File: src/rtl/ili_fill_rect_pkg.sv
// Shared constants and types for the ILI9341 rectangle-fill sequencer.
package pkg_ili9341;

    localparam logic [7:0] ILI_CASET = 8'h2A;
    localparam logic [7:0] ILI_PASET = 8'h2B;
    localparam logic [7:0] ILI_RAMWR = 8'h2C;

    // Steps 0..10 are the fixed header; 11/12 repeat once per pixel.
    localparam logic [3:0] STEP_PIX_HI = 4'd11;
    localparam logic [3:0] STEP_PIX_LO = 4'd12;

    typedef enum logic [2:0] {
        S_IDLE,
        S_CHECK,
        S_SETUP,
        S_LOAD,
        S_WAIT,
        S_NEXT,
        S_RELEASE
    } e_fill_state;

    typedef struct packed {
        logic [8:0]  x0;
        logic [8:0]  x1;
        logic [8:0]  y0;
        logic [8:0]  y1;
        logic [15:0] color;
    } st_fill_req;

endpackage

File: src/rtl/ili_fill_rect_fill_hdr_rom.sv
// Maps a step index and the latched request to the {dc, byte} to transmit.
module fill_hdr_rom
    import pkg_ili9341::*;
(
    input  logic [3:0] step,
    input  st_fill_req req,
    output logic       dc,
    output logic [7:0] data
);

    always_comb begin
        dc   = 1'b1;
        data = '0;
        case (step)
            4'd0:        begin dc = 1'b0; data = ILI_CASET; end
            4'd1:        data = {7'b0, req.x0[8]};
            4'd2:        data = req.x0[7:0];
            4'd3:        data = {7'b0, req.x1[8]};
            4'd4:        data = req.x1[7:0];
            4'd5:        begin dc = 1'b0; data = ILI_PASET; end
            4'd6:        data = {7'b0, req.y0[8]};
            4'd7:        data = req.y0[7:0];
            4'd8:        data = {7'b0, req.y1[8]};
            4'd9:        data = req.y1[7:0];
            4'd10:       begin dc = 1'b0; data = ILI_RAMWR; end
            STEP_PIX_HI: data = req.color[15:8];
            STEP_PIX_LO: data = req.color[7:0];
            default:     ;
        endcase
    end

endmodule

File: src/rtl/ili_fill_rect.sv
// Fills a panel rectangle with one colour: CASET/PASET/RAMWR header, then N pixels,
// one byte per send/done handshake with the SPI engine.
module ili_fill_rect
    import pkg_ili9341::*;
#(
    parameter int unsigned WIDTH    = 240,
    parameter int unsigned HEIGHT   = 320,
    parameter int unsigned CS_SETUP = 1
) (
    input  logic        clk,
    input  logic        rst,
    input  logic        i_start,
    input  logic [8:0]  i_x0,
    input  logic [8:0]  i_x1,
    input  logic [8:0]  i_y0,
    input  logic [8:0]  i_y1,
    input  logic [15:0] i_color,
    input  logic        i_byte_done,
    output logic        o_send,
    output logic [7:0]  o_data,
    output logic        o_dc,
    output logic        o_cs,
    output logic        o_busy,
    output logic        o_done,
    output logic        o_err
);

    localparam int unsigned SW = (CS_SETUP > 1) ? $clog2(CS_SETUP) : 1;
    localparam logic [SW-1:0] SETUP_LAST = SW'(CS_SETUP - 1);
    localparam logic [8:0] X_LIM = 9'(WIDTH);
    localparam logic [8:0] Y_LIM = 9'(HEIGHT);

    e_fill_state   state, state_n;
    st_fill_req    req;
    logic [3:0]    step, step_n;
    logic [16:0]   pix_cnt, pix_cnt_n;
    logic [SW-1:0] setup_cnt, setup_cnt_n;
    logic          reject;
    logic [8:0]    span_x, span_y;
    logic [16:0]   area;
    logic          rom_dc;
    logic [7:0]    rom_data;

    always_comb begin
        reject = (req.x0 > req.x1) || (req.y0 > req.y1) ||
                 (req.x1 >= X_LIM) || (req.y1 >= Y_LIM);
        span_x = req.x1 - req.x0 + 9'd1;
        span_y = req.y1 - req.y0 + 9'd1;
        area   = 17'(span_x) * 17'(span_y);
    end

    // Looks up the next step so the byte is registered on the edge entering LOAD.
    fill_hdr_rom u_rom (
        .step (step_n),
        .req  (req),
        .dc   (rom_dc),
        .data (rom_data)
    );

    always_comb begin
        state_n     = state;
        step_n      = step;
        pix_cnt_n   = pix_cnt;
        setup_cnt_n = setup_cnt;
        case (state)
            S_IDLE: begin
                if (i_start) state_n = S_CHECK;
            end
            S_CHECK: begin
                if (reject) begin
                    state_n = S_IDLE;
                end else begin
                    state_n     = S_SETUP;
                    step_n      = '0;
                    pix_cnt_n   = area;
                    setup_cnt_n = '0;
                end
            end
            S_SETUP: begin
                if (setup_cnt == SETUP_LAST) state_n = S_LOAD;
                else setup_cnt_n = setup_cnt + SW'(1);
            end
            S_LOAD: state_n = S_WAIT;
            S_WAIT: begin
                if (i_byte_done) state_n = S_NEXT;
            end
            S_NEXT: begin
                if (step == STEP_PIX_LO) begin
                    pix_cnt_n = pix_cnt - 17'd1;
                    if (pix_cnt == 17'd1) begin
                        state_n = S_RELEASE;
                    end else begin
                        step_n  = STEP_PIX_HI;
                        state_n = S_LOAD;
                    end
                end else begin
                    step_n  = step + 4'd1;
                    state_n = S_LOAD;
                end
            end
            S_RELEASE: state_n = S_IDLE;
            default:   state_n = S_IDLE;
        endcase
    end

    always_ff @(posedge clk) begin
        if (rst) begin
            state     <= S_IDLE;
            req       <= '0;
            step      <= '0;
            pix_cnt   <= '0;
            setup_cnt <= '0;
            o_send    <= 1'b0;
            o_data    <= '0;
            o_dc      <= 1'b0;
            o_cs      <= 1'b1;
            o_busy    <= 1'b0;
            o_done    <= 1'b0;
            o_err     <= 1'b0;
        end else begin
            state     <= state_n;
            step      <= step_n;
            pix_cnt   <= pix_cnt_n;
            setup_cnt <= setup_cnt_n;
            if (state == S_IDLE && i_start) begin
                req <= '{x0: i_x0, x1: i_x1, y0: i_y0, y1: i_y1, color: i_color};
            end
            o_send <= (state_n == S_LOAD);
            if (state_n == S_LOAD) begin
                o_data <= rom_data;
                o_dc   <= rom_dc;
            end
            o_busy <= (state_n inside {S_CHECK, S_SETUP, S_LOAD, S_WAIT, S_NEXT});
            o_done <= (state_n == S_RELEASE);
            o_err  <= (state == S_CHECK) && reject;
            if (state == S_CHECK && !reject) o_cs <= 1'b0;
            else if (state_n == S_RELEASE) o_cs <= 1'b1;
        end
    end

endmodule

File: config.mk
export PLATFORM = sky130hd
export DESIGN_NAME = ili_fill_rect
export DESIGN_NICKNAME = d
export VERILOG_FILES = /design/src/rtl/ili_fill_rect_pkg.sv /design/src/rtl/ili_fill_rect_fill_hdr_rom.sv /design/src/rtl/ili_fill_rect.sv
export SDC_FILE = /design/constraint.sdc
export NUM_CORES = 1
export LEC_CHECK = 0
export CAP_MARGIN = 20
export CORE_ASPECT_RATIO = 1.1
export CORE_UTILIZATION = 50
export CTS_BUF_LIST = sky130_fd_sc_hd__clkbuf_4 sky130_fd_sc_hd__clkbuf_8 sky130_fd_sc_hd__clkbuf_16
export CTS_CLUSTER_DIAMETER = 40
export DETAILED_ROUTE_END_ITERATION = 7
export PLACE_DENSITY = 0.8
export SETUP_SLACK_MARGIN = 0.15
export SYNTH_ARGS = -nofsm -noshare
export SYNTH_HDL_FRONTEND = slang
export SYNTH_SLANG_ARGS = --single-unit
export TNS_END_PERCENT = 30
File: constraint.sdc
create_clock -name clk -period 8.5 [get_ports clk]
set_clock_uncertainty 0.05 [all_clocks]
set_input_delay 2.55 -clock clk [delete_from_list [all_inputs] [get_ports clk]]
set_output_delay 2.55 -clock clk [all_outputs]
set_load 0.02 [all_outputs]
==> results.env <==
CRITPATHLAUNCHTYPE='flop'
GLOBALROUTEOVERFLOWTOTAL=0
SYNTHCELLS=1036
CRIT_TOP_CELL='inv_1'
ROWS=48
DIE_WIDTH_UM=124
REPORT.FINAL.HOLD_VIOL_COUNT=0
AREA_GROW_SYN2LAYOUT_PCT=14.0
POSTSYNTH.TOPFLOPCELL='dfxtp_1'
CTS.HTREE.LEVELS=3
RR_STARTPOINT='req[35]'
MAX-SLEW-MARGIN-REL_PCT=35.6
ANT_NETS=0
DIEHEIGHT_UM=136
CLOCK_NETWORK_LATENCY_TO_THE_LATER_PIN_OF_THE_WORST_SKEW_PAIR_NS=0.36
AREA_OF_THE_DIE_UM2=16800
TOTAL_OF_MAX_CAP_VIOLATIONS=0
TIMING.FINAL.CRIT_SHARE_PCT=80.5
PLACE_HPWL_UM=16100
POST-PLACE-WS_NS=1.67
YS_FF_LATCH=90
FIRST_GLOBAL_VIAS=7155
CTS-BUFFERS-INSERTED=9
POST_SYNTHESIS_CELL_TYPE_WITH_THE_LARGEST_COMBINED_AREA='dfxtp_1'
DRT_DRC_VIOLATIONS_LEFT=0
CTS.CLK_SLEW.WORST_PATHS_NS=0.07
CRIT_SLOWEST_CELL='fa_1'
STATUS='finished clean'
POST_SYNTHESIS_NET_COUNT=1230
POST_CTS_HOLD_BUFFER_COUNT=0
SYN_AREA_PER_CELL_UM2=7.85
DRTITER0DRC=401
YOSYSTOPAREACELLSHARE_PCT=22.1
SYNTH_SEQUENTIAL_AREA_RATIO_PCT=22.1
CTSLONGESTPATHBUFFERS=2
RSZ0062_AT_GRT='false'
GLOBALPLACE.CONGESTION=0.939
MAXCLOCKFREQUENCY_MHz=146
WORST_HOLD_STARTPOINT='req[10]'
VIASPERCELL=5.71
WIRE_LENGTH_OF_THE_FIRST_GLOBAL_ROUTING_PASS_UM=34200
TIMING.CRITICAL_PATH.FROM='req[35]'
MOSTFREQUENTLAYOUTCELLS='nand2_1 (175), inv_1 (125), a21oi_1 (90), dfxtp_1 (90), ha_1 (87)'
REPORT.FINAL.SLEW_VIOL_COUNT=0
HOLD_PATH.CLASS='flop to flop'
CTS_TREE='built'
AVGROUTEDWIREPERCELL_UM=16.1
CP_MAX_FANOUT=5
GRT_UTIL_ALL_LAYERS_PCT=26.1
YS_ASYNC_SR_FRACTION_PCT=0
HOLD-WORST-SLACK_NS=0.404
WORSTPATHBUFFERINVERTERCOUNT=6
CLOCK-SINKS=90
DRIVE_ABOVE_1_SHARE_PCT=4.88
DESIGN.PORTCOUNT=70
POST_CTS_RESIZE_COUNT=0
CTS.REPAIR_TIMING.SETUP_BUFFER_COUNT=0
CRIT_REQUIRED_NS=8.71
MOST_COMMON_CELL_AFTER_LAYOUT_FILL_AND_TAPS_ASIDE='nand2_1'
FINAL.SETUP.TNS_NS=0
END_KIND='flop'
NUMBER_OF_ENABLE_TYPE_REGISTER_CELLS_IN_THE_SYNTHESIZED_NETLIST=0
CRITICAL_PATH_CLASS='flop to flop'
SLEW_WORST_PIN_NS=0.966
TIMING.FINAL.WS_SETUP_NS=1.66
CORE_AREA_UM2=15800
INSERTEDDIODECOUNT=0
YOSYSWARNINGS=0
PIN_COUNT_OF_THE_BIGGEST_NET_ENTERING_GLOBAL_ROUTING=86
WORST_EP_ARRIVAL_TIME_NS=7.05
INITIAL_STANDARD_CELL_UTILIZATION_OF_THE_CORE_PCT=51.5
PORT_BUFFERS=69
CLOCK-ROOT-BUFFER='clkbuf_16'
NUMBER_OF_ANTENNA_VIOLATIONS_AT_THE_FIRST_CHECK_IN_GLOBAL_ROUTING=0
DETAIL_ROUTE.FIRST_PASS.ITERATIONS=5
WIRE_LENGTH_AFTER_DETAILED_ROUTING_UM=20800
CRITPATHTOPFAMILY='adder cells'
WORST_PATH_LARGEST_CELL_DELAY_NS=0.54
POST_SYNTHESIS_CELL_AREA_UM2=8140
SYNTH.TOP_CELLS.BY_AREA='dfxtp_1 (22%), ha_1 (13%), fa_1 (13%)'
LAYOUT_MIN_CYCLE_TIME_NS=6.84
VIA_COUNT=7350
NUM-NETS-FINAL=1276
POST_SYNTH_NUM_CELL_TYPES=73
FINALSETUPVIOLATIONS=0
## metrics by stage
step | cells | util [%] | area, um2
floorplan | 1036 | - | 8140
global placement | 1270 | 56.7 | 8950
global route | 1287 | 58.7 | 9280
CTS | 1286 | 58.6 | 9260
finish | 1287 | 58.7 | 9280
detailed placement | 1270 | 56.7 | 8950
## worst register-to-register path: cells and delay by family (launching register included)
kind                     cells  cell delay (ns)
XOR/XNOR                     2             0.52
AND/OR/NAND/NOR              4             0.51
AO/OA/AOI/OAI                9             1.71
adder cells (fa/ha/maj)      8             3.23
buffers and inverters        6             0.34
flip-flops                   1             0.38
## state kept, by name, indices dropped and copies added (netlist names)
| register | count |
|---|---|
| o_busy | 1 |
| o_cs | 1 |
| o_data | 8 |
| o_dc | 1 |
| o_done | 1 |
| o_err | 1 |
| o_send | 1 |
| pix_cnt | 17 |
| req | 52 |
| state | 3 |
| step | 4 |
## final cells by class
| class | instances | area [um2] |
|---|---|---|
| Fill cell | 1410 | 6520 |
| Multi-Input combinational cell | 782 | 5720 |
| Sequential cell | 90 | 1800 |
| Timing Repair Buffer | 74 | 731 |
| Inverter | 125 | 469 |
| Tap cell | 200 | 250 |
| Clock buffer | 9 | 225 |
| Clock inverter | 7 | 82.6 |
## per-layer routing
layer  global-route usage, %  part of all wire (%)  up-vias
li1                        -                     -     3586
met4                    11.2                   3.3        0
met5                       0                     0        -
met3                    4.17                   5.9       47
met1                    32.1                    42     3442
met2                    44.7                    49      275
## cells in the mapped netlist (10+ instances only)
cell / count
clkbuf_1: 36
xnor2_1: 20
dfxtp_1: 90
o21ai_0: 40
nor3_1: 26
nand2_1: 175
fa_1: 51
xor2_1: 18
inv_1: 125
nand3_1: 17
nor2_1: 77
a21oi_1: 90
ha_1: 87
nand2b_1: 12
a211oi_1: 15
and2_1: 10
## worst paths after layout
kind            endpoint  slack (ns)  cells after the start
max          pix_cnt[14]        1.66                     29
min              req[10]        0.40                      2
max reg2reg  pix_cnt[14]        1.66                     29
min reg2reg      req[10]        0.40                      2
## cells by family after synthesis
kind of cell | Yosys count | share of synthesized area, %
flops | 90 | 22.1
compound gates | 233 | 18.9
fa+ha+maj | 138 | 25.9
simple gates | 371 | 20.9
buf+inv | 164 | 7.67
xor+xnor | 38 | 4.09
mux | 2 | 0.277
Power is left out: the tool's default activity adds up to more than one toggle a clock period on the data nets, which glitch-free logic cannot reach.
